File: config.mk
export PLATFORM = sky130hd
export DESIGN_NAME = ads1118_scan_ctrl
export DESIGN_NICKNAME = d
export VERILOG_FILES = /design/src/rtl/ads1118_pkg.sv /design/src/rtl/ads1118_ch_sel.sv /design/src/rtl/ads1118_scan_ctrl.sv
export SDC_FILE = /design/constraint.sdc
export NUM_CORES = 1
export LEC_CHECK = 0
export BUFFER_PORTS_ARGS = -buffer_cell sky130_fd_sc_hd__buf_2
export CAP_MARGIN = 10
export CORE_MARGIN = 2
export CORE_UTILIZATION = 40
export CTS_CLUSTER_SIZE = 12
export DETAILED_ROUTE_END_ITERATION = 6
export HOLD_SLACK_MARGIN = 0.08
export PLACE_DENSITY = 0.64
export SLEW_MARGIN = 20
export SYNTH_ARGS = -nofsm -noshare
export SYNTH_HDL_FRONTEND = slang
export SYNTH_SLANG_ARGS = --single-unit
export TNS_END_PERCENT = 50
File: constraint.sdc
create_clock -name clk -period 6.3 [get_ports clk]
set_input_delay 1.89 -clock clk [delete_from_list [all_inputs] [get_ports clk]]
set_output_delay 1.89 -clock clk [all_outputs]
set_load 0.005 [all_outputs]
File: src/rtl/ads1118_pkg.sv
`default_nettype none
// ============================================================================
// Module   : ads1118_pkg
// Purpose  : Shared FSM encoding, config-word field constants and the
//            config-word builder for the ADS1118 scan controller.
// Revision : 1.0 - initial release
// ============================================================================
package ads1118_pkg;

    typedef enum logic [2:0] {
        ST_IDLE      = 3'd0,
        ST_CS_SETUP  = 3'd1,
        ST_XFER      = 3'd2,
        ST_CS_HOLD   = 3'd3,
        ST_CONV_WAIT = 3'd4
    } state_t;

    localparam logic       c_OS        = 1'b1;   // start a single conversion
    localparam logic       c_MUX_SE    = 1'b1;   // MUX[2]=1 selects AINn vs GND
    localparam logic       c_MODE_SS   = 1'b1;
    localparam logic       c_TS_MODE   = 1'b0;
    localparam logic       c_PULL_UP   = 1'b1;
    localparam logic [1:0] c_NOP_VALID = 2'b01;  // only 01 makes the device latch the word
    localparam logic       c_RESERVED  = 1'b1;

    function automatic logic [15:0] ads1118_cfg(input logic [1:0] ch,
                                                input logic [2:0] pga,
                                                input logic [2:0] dr);
        return {c_OS, c_MUX_SE, ch, pga, c_MODE_SS, dr,
                c_TS_MODE, c_PULL_UP, c_NOP_VALID, c_RESERVED};
    endfunction

endpackage
`default_nettype wire

File: src/rtl/ads1118_ch_sel.sv
`default_nettype none
// ============================================================================
// Module   : ads1118_ch_sel
// Purpose  : Picks the next enabled channel strictly after cur_ch (mod 4).
// Revision : 1.0 - initial release
// ============================================================================
module ads1118_ch_sel (
    input  logic [3:0] ch_en,
    input  logic [1:0] cur_ch,
    output logic [1:0] next_ch
);

    // Walk offsets from farthest to nearest so the closest enabled channel
    // is the last one written; offset 4 wraps back to cur_ch itself.
    always_comb begin
        next_ch = cur_ch;
        for (int i = 4; i >= 1; i--) begin
            if (ch_en[2'(cur_ch + 2'(i))]) begin
                next_ch = 2'(cur_ch + 2'(i));
            end
        end
    end

endmodule
`default_nettype wire

File: src/rtl/ads1118_scan_ctrl.sv
`default_nettype none
// ============================================================================
// Module   : ads1118_scan_ctrl
// Purpose  : Round-robin single-shot scheduler for the ADS1118 over a 16-bit
//            SPI frame engine; tags each lagging result with its channel.
// Revision : 1.0 - initial release
// ============================================================================
module ads1118_scan_ctrl
    import ads1118_pkg::*;
#(
    parameter int CS_SETUP_CYC  = 2,
    parameter int CS_HOLD_CYC   = 2,
    parameter int CONV_WAIT_CYC = 1200,
    parameter int TIMEOUT_CYC   = 64
) (
    input  logic        clk,
    input  logic        rst,
    input  logic        enable,
    input  logic [3:0]  ch_en,
    input  logic [2:0]  pga,
    input  logic [2:0]  dr,
    output logic        spi_go,
    output logic [15:0] spi_wrdat,
    input  logic [15:0] spi_rddat,
    input  logic        spi_ok,
    output logic        cs_n,
    output logic        res_valid,
    output logic [15:0] res_data,
    output logic [1:0]  res_ch,
    output logic        busy,
    output logic        err
);

    localparam int c_MAX_AB  = (CS_SETUP_CYC > CS_HOLD_CYC) ? CS_SETUP_CYC : CS_HOLD_CYC;
    localparam int c_MAX_CD  = (CONV_WAIT_CYC > TIMEOUT_CYC) ? CONV_WAIT_CYC : TIMEOUT_CYC;
    localparam int c_CNT_MAX = (c_MAX_AB > c_MAX_CD) ? c_MAX_AB : c_MAX_CD;
    localparam int c_CNT_W   = $clog2(c_CNT_MAX + 1);

    // Counter is loaded with N-1 so each interval spans exactly N cycles.
    localparam logic [c_CNT_W-1:0] c_SETUP_LD = c_CNT_W'(CS_SETUP_CYC - 1);
    localparam logic [c_CNT_W-1:0] c_HOLD_LD  = c_CNT_W'(CS_HOLD_CYC - 1);
    localparam logic [c_CNT_W-1:0] c_WAIT_LD  = c_CNT_W'(CONV_WAIT_CYC - 1);
    localparam logic [c_CNT_W-1:0] c_TMO_LD   = c_CNT_W'(TIMEOUT_CYC - 1);
    localparam logic [c_CNT_W-1:0] c_ONE      = c_CNT_W'(1);

    state_t             r_state;
    logic [c_CNT_W-1:0] r_cnt;
    logic [1:0]         r_cur_ch;
    logic [1:0]         r_prev_ch;
    logic               r_prev_valid;

    logic [1:0]         w_next_ch;
    logic               w_can_start;
    logic               w_cnt_done;
    logic               w_launch;

    ads1118_ch_sel u_ch_sel (
        .ch_en   (ch_en),
        .cur_ch  (r_cur_ch),
        .next_ch (w_next_ch)
    );

    assign w_can_start = enable && (|ch_en);
    assign w_cnt_done  = (r_cnt == '0);
    assign w_launch    = w_can_start &&
                         ((r_state == ST_IDLE) || ((r_state == ST_CONV_WAIT) && w_cnt_done));

    always_ff @(posedge clk) begin
        if (rst) begin
            r_state      <= ST_IDLE;
            r_cnt        <= '0;
            r_cur_ch     <= 2'd3;
            r_prev_ch    <= 2'd0;
            r_prev_valid <= 1'b0;
            spi_go       <= 1'b0;
            spi_wrdat    <= 16'h0000;
            cs_n         <= 1'b1;
            res_valid    <= 1'b0;
            res_data     <= 16'h0000;
            res_ch       <= 2'd0;
            busy         <= 1'b0;
            err          <= 1'b0;
        end else begin
            spi_go    <= 1'b0;
            res_valid <= 1'b0;
            err       <= 1'b0;

            case (r_state)
                ST_IDLE: begin
                    busy <= 1'b0;
                end
                ST_CS_SETUP: begin
                    if (!w_cnt_done) begin
                        r_cnt <= r_cnt - c_ONE;
                    end else begin
                        spi_go  <= 1'b1;
                        r_cnt   <= c_TMO_LD;
                        r_state <= ST_XFER;
                    end
                end
                ST_XFER: begin
                    // A frame-done arriving on the last timeout cycle still completes the frame.
                    if (spi_ok) begin
                        if (r_prev_valid) begin
                            res_valid <= 1'b1;
                            res_data  <= spi_rddat;
                            res_ch    <= r_prev_ch;
                        end
                        r_prev_ch    <= r_cur_ch;
                        r_prev_valid <= 1'b1;
                        r_cnt        <= c_HOLD_LD;
                        r_state      <= ST_CS_HOLD;
                    end else if (w_cnt_done) begin
                        cs_n         <= 1'b1;
                        err          <= 1'b1;
                        r_prev_valid <= 1'b0;
                        busy         <= 1'b0;
                        r_state      <= ST_IDLE;
                    end else begin
                        r_cnt <= r_cnt - c_ONE;
                    end
                end
                ST_CS_HOLD: begin
                    if (!w_cnt_done) begin
                        r_cnt <= r_cnt - c_ONE;
                    end else begin
                        cs_n    <= 1'b1;
                        r_cnt   <= c_WAIT_LD;
                        r_state <= ST_CONV_WAIT;
                    end
                end
                ST_CONV_WAIT: begin
                    if (!w_cnt_done) begin
                        r_cnt <= r_cnt - c_ONE;
                    end else if (!w_can_start) begin
                        r_prev_valid <= 1'b0;
                        busy         <= 1'b0;
                        r_state      <= ST_IDLE;
                    end
                end
                default: begin
                    r_state <= ST_IDLE;
                end
            endcase

            if (w_launch) begin
                r_cur_ch  <= w_next_ch;
                spi_wrdat <= ads1118_cfg(w_next_ch, pga, dr);
                cs_n      <= 1'b0;
                busy      <= 1'b1;
                r_cnt     <= c_SETUP_LD;
                r_state   <= ST_CS_SETUP;
            end
        end
    end

endmodule
`default_nettype wire

==> results of run 1 <==
[report_power, final]
group          switching, W  internal (W)  total, W
Sequential        0.0000798      0.000377  0.000457
Combinational      0.000450      0.000274  0.000724
Clock              0.000111     0.0000900  0.000201
[flip-flops by register name (all words and copies together), names as in the netlist, 2 cells and up]
name / flops
r_cnt: 11
res_ch: 2
r_prev_ch: 2
r_cur_ch: 2
r_state: 3
spi_wrdat: 9
res_data: 16
[per-stage QoR]
| stage | power, W | hold slack, ps | area [sq um] |
|---|---|---|---|
| after global routing | 0.00150 | 473 | 2870 |
| final | 0.00138 | 453 | 2870 |
| after detailed placement | 0.00117 | 443 | 2760 |
| after global placement | 0.00116 | 440 | 2760 |
| after CTS | 0.00137 | 456 | 2860 |
| after floorplan | 0.00101 | 432 | 2460 |
[Yosys cell counts (3+ instances only)]
| cell type | number |
|---|---|
| o21a_1 | 3 |
| a211oi_1 | 3 |
| and2_1 | 3 |
| dfxtp_1 | 51 |
| nor2b_1 | 5 |
| ha_1 | 3 |
| clkbuf_1 | 18 |
| buf_4 | 7 |
| inv_1 | 8 |
| nor3_1 | 6 |
| nor2_1 | 23 |
| or4_1 | 3 |
| nor4_1 | 3 |
| nand2_1 | 65 |
| a21oi_1 | 43 |
| a31oi_1 | 3 |
| nand4_1 | 3 |
| o21ai_0 | 9 |
| nand3_1 | 6 |
| o31ai_1 | 6 |
| xnor2_1 | 3 |
[critical path, delay by kind of cell]
kind | cells | cell delay, ps
AO/OA/AOI/OAI | 3 | 1680
buffers and inverters | 1 | 140
AND/OR/NAND/NOR | 1 | 340
[cell type report]
cell class	count	share of cell area (%)
multi-input cells	232	45.1
flip-flops and latches	51	35.6
repair buffers	66	11.5
well taps	75	3.27
clock buffers	6	2.88
inverters	9	1.18
clock inverters	2	0.480
[metal layers]
metal,GRT usage (%),wire length (microns)
met1,23.7,2830
met2,28.1,2760
met3,3.80,295
met4,7.33,85
met5,0,0
[cells by family after synthesis]
logic type                 synth area share [%]
and+or+nand+nor                            26.3
buffers and inverters                      6.62
other                                     0.153
adders and majority gates                  1.53
DFF                                        41.6
AOI/OAI and AO/OA                          21.9
muxes                                     0.458
xor gates and xnor gates                   1.43
[path summary, 6_finish.rpt]
kind,depth (start not counted),slack [ps],endpoint,start
min,2,450,res_data[9]$_SDFFE_PP0P_,res_data[9]$_SDFFE_PP0P_
max,5,2470,r_cnt[3]$_SDFFE_PP0P_,ch_en[1]
min reg2reg,2,450,res_data[9]$_SDFFE_PP0P_,res_data[9]$_SDFFE_PP0P_
max reg2reg,6,3000,r_cur_ch[0]$_SDFFE_PP1P_,r_cnt[5]$_SDFFE_PP0P_
==> flow_summary_export.csv, run 1 <==
group,metric,value,unit
run_status,status,"finished clean",
synth,yosysSeqAreaShare,41.6,%
timing,tightest_slew,947,ps
setup_path,crit_type,"in2reg",
final_layout,diodes,0,
timing,setup_slack,2470,ps
final_layout,stdcell_count,441,
synth,ys_top_cells_by_area,"dfxtp_1 (42%), nand2_1 (9.9%), a21oi_1 (8.8%)",
power_and_ir_drop,leakagePower,1.19,nW
synth,postSynth.asyncResetShare,0,%
timing,drv_slew,0,
grt,grtUsageTotal,17.9,%
placement,pre_cts_ws,2350,ps
floorplan,dieArea,6780,sq um
synth,synth_edf_count,0,
synth,yosysTopAreaCell,"dfxtp_1",
power_and_ir_drop,power_density,481,nW/um^2
floorplan,initial_utilization,41.5,%
clock_network,post-cts-setup-buffers,0,
final_layout,area_delta_synth_final,16.9,%
routing,drtIter0Drc,175,
clock_network,clock-sinks,51,
floorplan,pin_count,69,
placement,dp_cells,433,
clock_network,numCtsBuffers,5,
synth,ys_ff_latch,51,
routing,final_antenna_net_count,0,
clock_network,ctsResizeCount,0,
setup_path,startpoint_type,"primary input",
routing,drc,0,
floorplan,fp-row-count,28,
timing,fin_skew,14.1,ps
routing,vias,2369,
final_layout,final_cell_mix,"buf_2 (66), nand2_1 (65), dfxtp_1 (51), a21oi_1 (43), nor2_1 (23)",
grt,grt_overflow,0,
routing,totalWireLength,5970,microns
synth,syn_inst,318,
clock_network,cts_htree_levels,2,
placement,hpwl,4030,microns
final_layout,final_common_cell,"buf_2",
synth,yosysUniqueCellTypes,54,
setup_path,cp_max_fo,15,
synth,synth_top_area_share,41.6,%
setup_path,cpPeakStageDelay,880,ps
synth,netlist_area,2460,sq um
clock_network,cts.hold.buffers_added,0,
clock_network,clockBufferDepth,2,
setup_path,crit_arrival,4050,ps
grt,grt_max_degree,36,
floorplan,die_h,82.4,microns
timing,slew_headroom,36.0,%
clock_network,cts_tree,"built",
final_layout,final_util,48.5,%
grt,grt_pass1_vias,2023,
timing,period_share,60.8,%
final_layout,layout-drive-gt1-share,22.4,%
timing,rsz0062_at_grt,"false",
timing,finalCriticalPeriod,3830,ps
synth,syn_area_per_cell,7.72,sq um
power_and_ir_drop,vdd_drop_max,189,uV
setup_path,critical_path_required,6520,ps
routing,viasPerCell,5.37,
final_layout,multiInputGateArea,1290,sq um
run,maxCapViolCount,0,
placement,gp_congestion,0.818,
timing,fmax,261,MHz
timing,setup_viol,0,
final_layout,nNetsFinal,398,
floorplan,die_x,82.4,microns
setup_path,slowest_stage,"o41ai_1",
grt,grt_pass1_wl,9310,microns
synth,synthFlopType,"dfxtp_1",
timing,hold_viol,0,
clock_network,path_clk_slew,80,ps
synth,ys_warn_count,0,
clock_network,clk_latency,310,ps
placement,io_buffers,66,
routing,dr.pass1.iters,4,
setup_path,cp_cell_sequence,"buf_2 -> o41ai_1 -> a2111o_1 -> nand2_1 -> a211oi_1",
grt,antenna_found_initial,0,
setup_path,crit_path_end_kind,"flip-flop",
final_layout,ff_latch_area,1020,sq um
routing,wire_per_inst,13.5,microns
min_path,min_path_type,"reg2reg",
final_layout,nFillCells,611,
clock_network,root_buffer,"clkbuf_8",
timing,fin_setup_tns,0,ps
floorplan,core,5920,sq um
(Power assumes the default switching activity.)
==> inputs of run 2 (changes only) <==
Settings changed: PLACE_DENSITY 0.64 to 0.66.
Clock period 6.3 ns to 3.2 ns, I/O delays scaled along.
==> run 2 against run 1 <==
Against the previous run: register-to-register slack lost 2400 ps; critical path depth grew 2; sequential power grew 92%; global-route usage grew 0.69 points; largest power group unchanged; clock power grew 140%; largest cell class unchanged; via count grew 0.97%; core utilization grew 1.4 points; final area grew 2.8%; hold slack gained 0.62 ps; routed wire length grew 0.97%; first-iteration DRC count grew 39%.
==> flow_summary_export.csv, run 2 (synthesized netlist as in run 1, its figures left out) <==
group,metric,value,unit
run_status,status,"finished clean",
final_layout,nNetsFinal,407,
grt,grt_max_degree,35,
final_layout,top_regs,"res_data x16, r_cnt x11, spi_wrdat x9",
clock_network,cts.hold.buffers_added,0,
clock_network,cts_tree,"built",
final_layout,final_cell_mix,"buf_2 (66), nand2_1 (65), dfxtp_1 (51), a21oi_1 (43), nor2_1 (23)",
setup_path,startpoint_type,"flip-flop",
floorplan,dieArea,6780,sq um
power_and_ir_drop,vdd_drop_max,526,uV
timing,setup_viol,0,
setup_path,r2r-end,"r_cur_ch[0]$_SDFFE_PP1P_",
final_layout,area_delta_synth_final,20.1,%
power_and_ir_drop,power_density,966,nW/um^2
timing,fmax,379,MHz
final_layout,top_register,"res_data",
setup_path,critical_path_required,3450,ps
final_layout,final_util,49.8,%
clock_network,root_buffer,"clkbuf_8",
routing,final_antenna_net_count,0,
floorplan,initial_utilization,41.5,%
clock_network,numCtsBuffers,5,
power_and_ir_drop,total_power,0.00285,W
clock_network,clockBufferDepth,2,
clock_network,cts_htree_levels,2,
floorplan,core,5920,sq um
min_path,whs_path_depth,2,
min_path,min_path_type,"reg2reg",
timing,hold_viol,0,
floorplan,fp-row-count,28,
final_layout,stdcell_count,450,
placement,dp_cells,442,
routing,viasPerCell,5.32,
routing,totalWireLength,6030,microns
timing,fin_setup_tns,0,ps
final_layout,fin_area,2950,sq um
placement,hpwl,4330,microns
setup_path,crit_arrival,2890,ps
final_layout,layout-drive-gt1-share,24.3,%
timing,rsz0062_at_grt,"false",
timing,tightest_slew,664,ps
routing,wire_per_inst,13.4,microns
routing,drtIter0Drc,243,
setup_path,rrSetupSlack,560,ps
timing,drv_slew,0,
routing,drc,0,
clock_network,clock-sinks,51,
clock_network,clk_latency,310,ps
final_layout,final_common_cell,"buf_2",
grt,grt_pass1_vias,2165,
min_path,holdPathEnd,"res_ch[1]$_SDFFE_PP0P_",
floorplan,die_h,82.4,microns
floorplan,pin_count,69,
grt,grtUsageTotal,18.5,%
final_layout,largest_register_ffs,16,
floorplan,die_x,82.4,microns
placement,gp_congestion,0.864,
clock_network,ctsResizeCount,0,
grt,antenna_found_initial,0,
timing,period_share,82.4,%
grt,grt_overflow,0,
power_and_ir_drop,leakagePower,1.24,nW
setup_path,crit_type,"reg2reg",
setup_path,cp_max_fo,14,
clock_network,path_clk_slew,100,ps
setup_path,r2r_cells,7,
routing,vias,2392,
placement,place_area,2830,sq um
routing,dr.pass1.iters,4,
final_layout,nFillCells,591,
timing,slew_headroom,55.7,%
setup_path,crit_path_end_kind,"flip-flop",
final_layout,diodes,0,
min_path,worstHoldStart,"r_prev_ch[1]$_SDFFE_PP0P_",
timing,finalCriticalPeriod,2640,ps
placement,io_buffers,66,
grt,grt_pass1_wl,9860,microns
timing,fin_skew,6.45,ps
clock_network,post-cts-setup-buffers,0,
run,maxCapViolCount,0,
setup_path,regToRegStartpoint,"r_cnt[2]$_SDFFE_PP0P_",
## run 2: changes by cell type in the layout (fill, tap and decap cells not counted)
cell | before | now
a2111oi_4 | 1 | 0
clkinv_2 | 1 | 0
a2111oi_2 | 0 | 1
buf_4 | 0 | 9
bufinv_16 | 0 | 1
## run 2: worst max path at each step
stage                               start                       end  slack, ps  depth (start not counted)
global route        r_cnt[2]$_SDFFE_PP0P_  r_cur_ch[0]$_SDFFE_PP1P_        390                          7
floorplan           r_cnt[2]$_SDFFE_PP0P_  r_cur_ch[0]$_SDFFE_PP1P_        820                          6
detailed placement  r_cnt[2]$_SDFFE_PP0P_  r_cur_ch[0]$_SDFFE_PP1P_        580                          7
finish              r_cnt[2]$_SDFFE_PP0P_  r_cur_ch[0]$_SDFFE_PP1P_        560                          7
CTS                 r_cnt[2]$_SDFFE_PP0P_  r_cur_ch[0]$_SDFFE_PP1P_        560                          7
global placement    r_cnt[2]$_SDFFE_PP0P_  r_cur_ch[0]$_SDFFE_PP1P_        610                          7
## run 2: layout make-up
cell class                      instances  area, sq um  share of cell area (%)
Clock buffer                            6         82.6                    2.80
Multi-Input combinational cell        232         1280                    43.5
Clock inverter                          2         38.8                    1.31
Tap cell                               75         93.8                    3.18
Sequential cell                        51         1020                    34.6
Inverter                                9         33.8                    1.15
Timing Repair Buffer                   75          398                    13.5
## run 2: report_power, final
| part | switching [W] | leakage [nW] | total (W) | internal, W |
|---|---|---|---|---|
| registers | 0.000134 | 0.415 | 0.000876 | 0.000742 |
| logic | 0.000892 | 0.765 | 0.00149 | 0.000599 |
| clock network | 0.000225 | 0.0618 | 0.000483 | 0.000258 |
## run 2: critical path, stage by stage (launching register included)
cell	delay, ps
dfxtp_1	360
or4_1	620
nor3_4	220
inv_2	140
a2111o_1	460
buf_4	190
or4_1	500
nand3_1	90
## run 2: routing by layer
| metal | global-route usage (%) | part of all wire, % | up-vias | wire length, microns |
|---|---|---|---|---|
| li1 | - | - | 1218 | - |
| met1 | 24.6 | 46 | 1095 | 2780 |
| met2 | 30.5 | 47 | 74 | 2820 |
| met3 | 3.26 | 5.9 | 5 | 353 |
| met4 | 6.00 | 1.3 | 0 | 77 |
| met5 | 0 | 0 | - | 0 |
## run 2: per-stage QoR
stage	hold slack, ps	setup WS (ps)
2_1_floorplan	432	817
3_3_place_gp	439	609
3_5_place_dp	445	578
4_1_cts	459	559
5_1_grt	476	388
6_report	454	564
==> inputs of run 3 (changes only) <==
Clock period 3.2 ns to 2.1 ns, I/O delays scaled along.
==> run 3 against run 2 <==
Against the previous run: sequential power is 43% higher; sequential cell count stayed put; non-clock buffer count is 34 higher; clock power is 14% higher; the run now ends with negative setup slack left.
==> flow_summary_export.csv, run 3 (synthesized netlist as in run 1, its figures left out) <==
group,metric,value,unit
routing,route.met2.wl,3020,microns
routing,wl_met3,321,microns
routing,drc,0,
placement,gp_congestion,0.810,
power_and_ir_drop,leakagePower,1.40,nW
clock_network,clk_latency,310,ps
setup_path,crit_type,"reg2reg",
floorplan,die_x,82.4,microns
routing,viasPerCell,5.26,
setup_path,critical_path_required,2360,ps
clock_network,numCtsBuffers,5,
timing,finalCriticalPeriod,2220,ps
setup_path,crit_cells,7,
final_layout,diodes,0,
power_and_ir_drop,intPower,0.00277,W
floorplan,initial_utilization,41.5,%
routing,top_layer_used,"met4",
power_and_ir_drop,comb_power_share,62.9,%
setup_path,cp_cell_sequence,"or4_4 -> nor3_4 -> inv_2 -> a2111o_1 -> buf_6 -> or4_4 -> nand3_2",
final_layout,top_register,"res_data",
power_and_ir_drop,total_power,0.00486,W
min_path,whs_path_depth,2,
final_layout,final_util,54.5,%
clock_network,clockBufferDepth,2,
final_layout,final_common_cell,"buf_2",
setup_path,crit_arrival,2470,ps
setup_path,r2r_cells,7,
run_status,status,"finished, violations left",
power_and_ir_drop,vdd_drop_max,823,uV
setup_path,slowest_stage,"or4_4",
grt,grt_pass1_vias,2255,
floorplan,pin_count,69,
final_layout,layout-drive-gt1-share,32.8,%
floorplan,fp-row-count,28,
power_and_ir_drop,p_sw,0.00209,W
grt,antenna_found_initial,0,
final_layout,final_cell_mix,"buf_2 (66), nand2_1 (64), dfxtp_1 (49), a21oi_1 (42), buf_4 (40)",
clock_network,cts_htree_levels,2,
setup_path,cpPeakStageDelay,550,ps
timing,hold_viol,0,
routing,wl_met1,2940,microns
routing,totalWireLength,6410,microns
grt,grtUsageTotal,19.3,%
setup_path,path_buf_inv,2,
timing,period_share,106,%
floorplan,dieArea,6780,sq um
grt,grt_overflow,0,
timing,rsz0062_at_grt,"true",
power_and_ir_drop,pwr-share-seq,25.8,%
setup_path,cp_max_fo,4,
power_and_ir_drop,switching_share,43.0,%
timing,drv_slew,0,
timing,fin_skew,4.99,ps
placement,pre_cts_ws,-116,ps
run_status,violations,"negative setup slack",
timing,setup_viol,14,
run,maxCapViolCount,0,
routing,final_antenna_net_count,0,
timing,fin_setup_tns,-636,ps
setup_path,crit_path_end_kind,"flip-flop",
power_and_ir_drop,clockPowerShare,11.3,%
placement,io_buffers,66,
routing,drtIter0Drc,167,
clock_network,clock-sinks,51,
final_layout,top_regs,"res_data x16, r_cnt x11, spi_wrdat x9",
routing,wire_per_inst,13.3,microns
grt,grt_pass1_wl,10200,microns
final_layout,area_delta_synth_final,31.4,%
setup_path,cp_top_family,"simple AND/OR/NAND/NOR gates",
final_layout,nNetsFinal,441,
floorplan,core,5920,sq um
routing,vias,2542,
final_layout,nFillCells,603,
grt,grt_max_degree,35,
clock_network,cts_tree,"built",
setup_path,cp_common_cell,"or4_4",
floorplan,die_h,82.4,microns
clock_network,root_buffer,"clkbuf_8",
min_path,min_path_type,"reg2reg",
timing,fmax,451,MHz
power_and_ir_drop,power_density,1510,nW/um^2
setup_path,startpoint_type,"flip-flop",
final_layout,largest_register_ffs,16,
clock_network,path_clk_slew,90,ps
timing,setup_slack,-118,ps
placement,hpwl,4640,microns
routing,dr.pass1.iters,4,
run 3: path summary, 6_finish.rpt:
| check | start | end | slack [ps] |
|---|---|---|---|
| max reg2reg | r_cnt[8]$_SDFFE_PP0P_ | r_cur_ch[0]$_SDFFE_PP1P_ | -120 |
| min reg2reg | spi_wrdat[7]$_SDFFE_PP0P_ | spi_wrdat[7]$_SDFFE_PP0P_ | 460 |
| max | r_cnt[8]$_SDFFE_PP0P_ | r_cur_ch[0]$_SDFFE_PP1P_ | -120 |
| min | spi_wrdat[7]$_SDFFE_PP0P_ | spi_wrdat[7]$_SDFFE_PP0P_ | 460 |
run 3: timing repair:
| item | in CTS | in global routing |
|---|---|---|
| gates cloned | 0 | 0 |
| hold buffers | 0 | 0 |
| pin swaps | 2 | 0 |
| gates resized for setup | 4 | 10 |
| endpoints found under the setup margin | 16 | 22 |
| setup buffers | 0 | 0 |
run 3: power by group through the flow:
stage / Clock [W] / Combinational [W] / Sequential [W]
after floorplan: 0 / 0.00184 / 0.00128
after global placement: 0 / 0.00286 / 0.00127
after detailed placement: 0 / 0.00291 / 0.00127
after CTS: 0.000564 / 0.00293 / 0.00125
after global routing: 0.000598 / 0.00336 / 0.00127
final: 0.000551 / 0.00306 / 0.00125
run 3: final cells by class:
cell class | count | area, sq um | share of cell area, %
clock buffer | 5 | 68.8 | 2.13
inverter | 9 | 33.8 | 1.05
tap | 75 | 93.8 | 2.91
clock inverter | 2 | 13.8 | 0.427
multi-input combinational | 232 | 1330 | 41.2
timing repair buffer | 109 | 664 | 20.6
sequential | 51 | 1020 | 31.7
run 3: tightest hold or removal path, stage by stage, from the launching register on:
cell,delay (ps)
dfxtp_1,320
nand2_1,50
a21oi_1,50
run 3: through the flow:
step                hold slack [ps]  area (sq um)  instances
floorplan                       432          2490        319
global placement                439          3090        476
detailed placement              447          3090        476
CTS                             460          3180        483
global route                    473          3230        483
finish                          457          3230        483
run 3: per-layer routing:
| layer | global-route usage (%) | vias to the layer above |
|---|---|---|
| li1 | - | 1286 |
| met3 | 3.15 | 9 |
| met4 | 8.00 | 0 |
| met2 | 30.5 | 60 |
| met1 | 26.1 | 1187 |
| met5 | 0 | - |
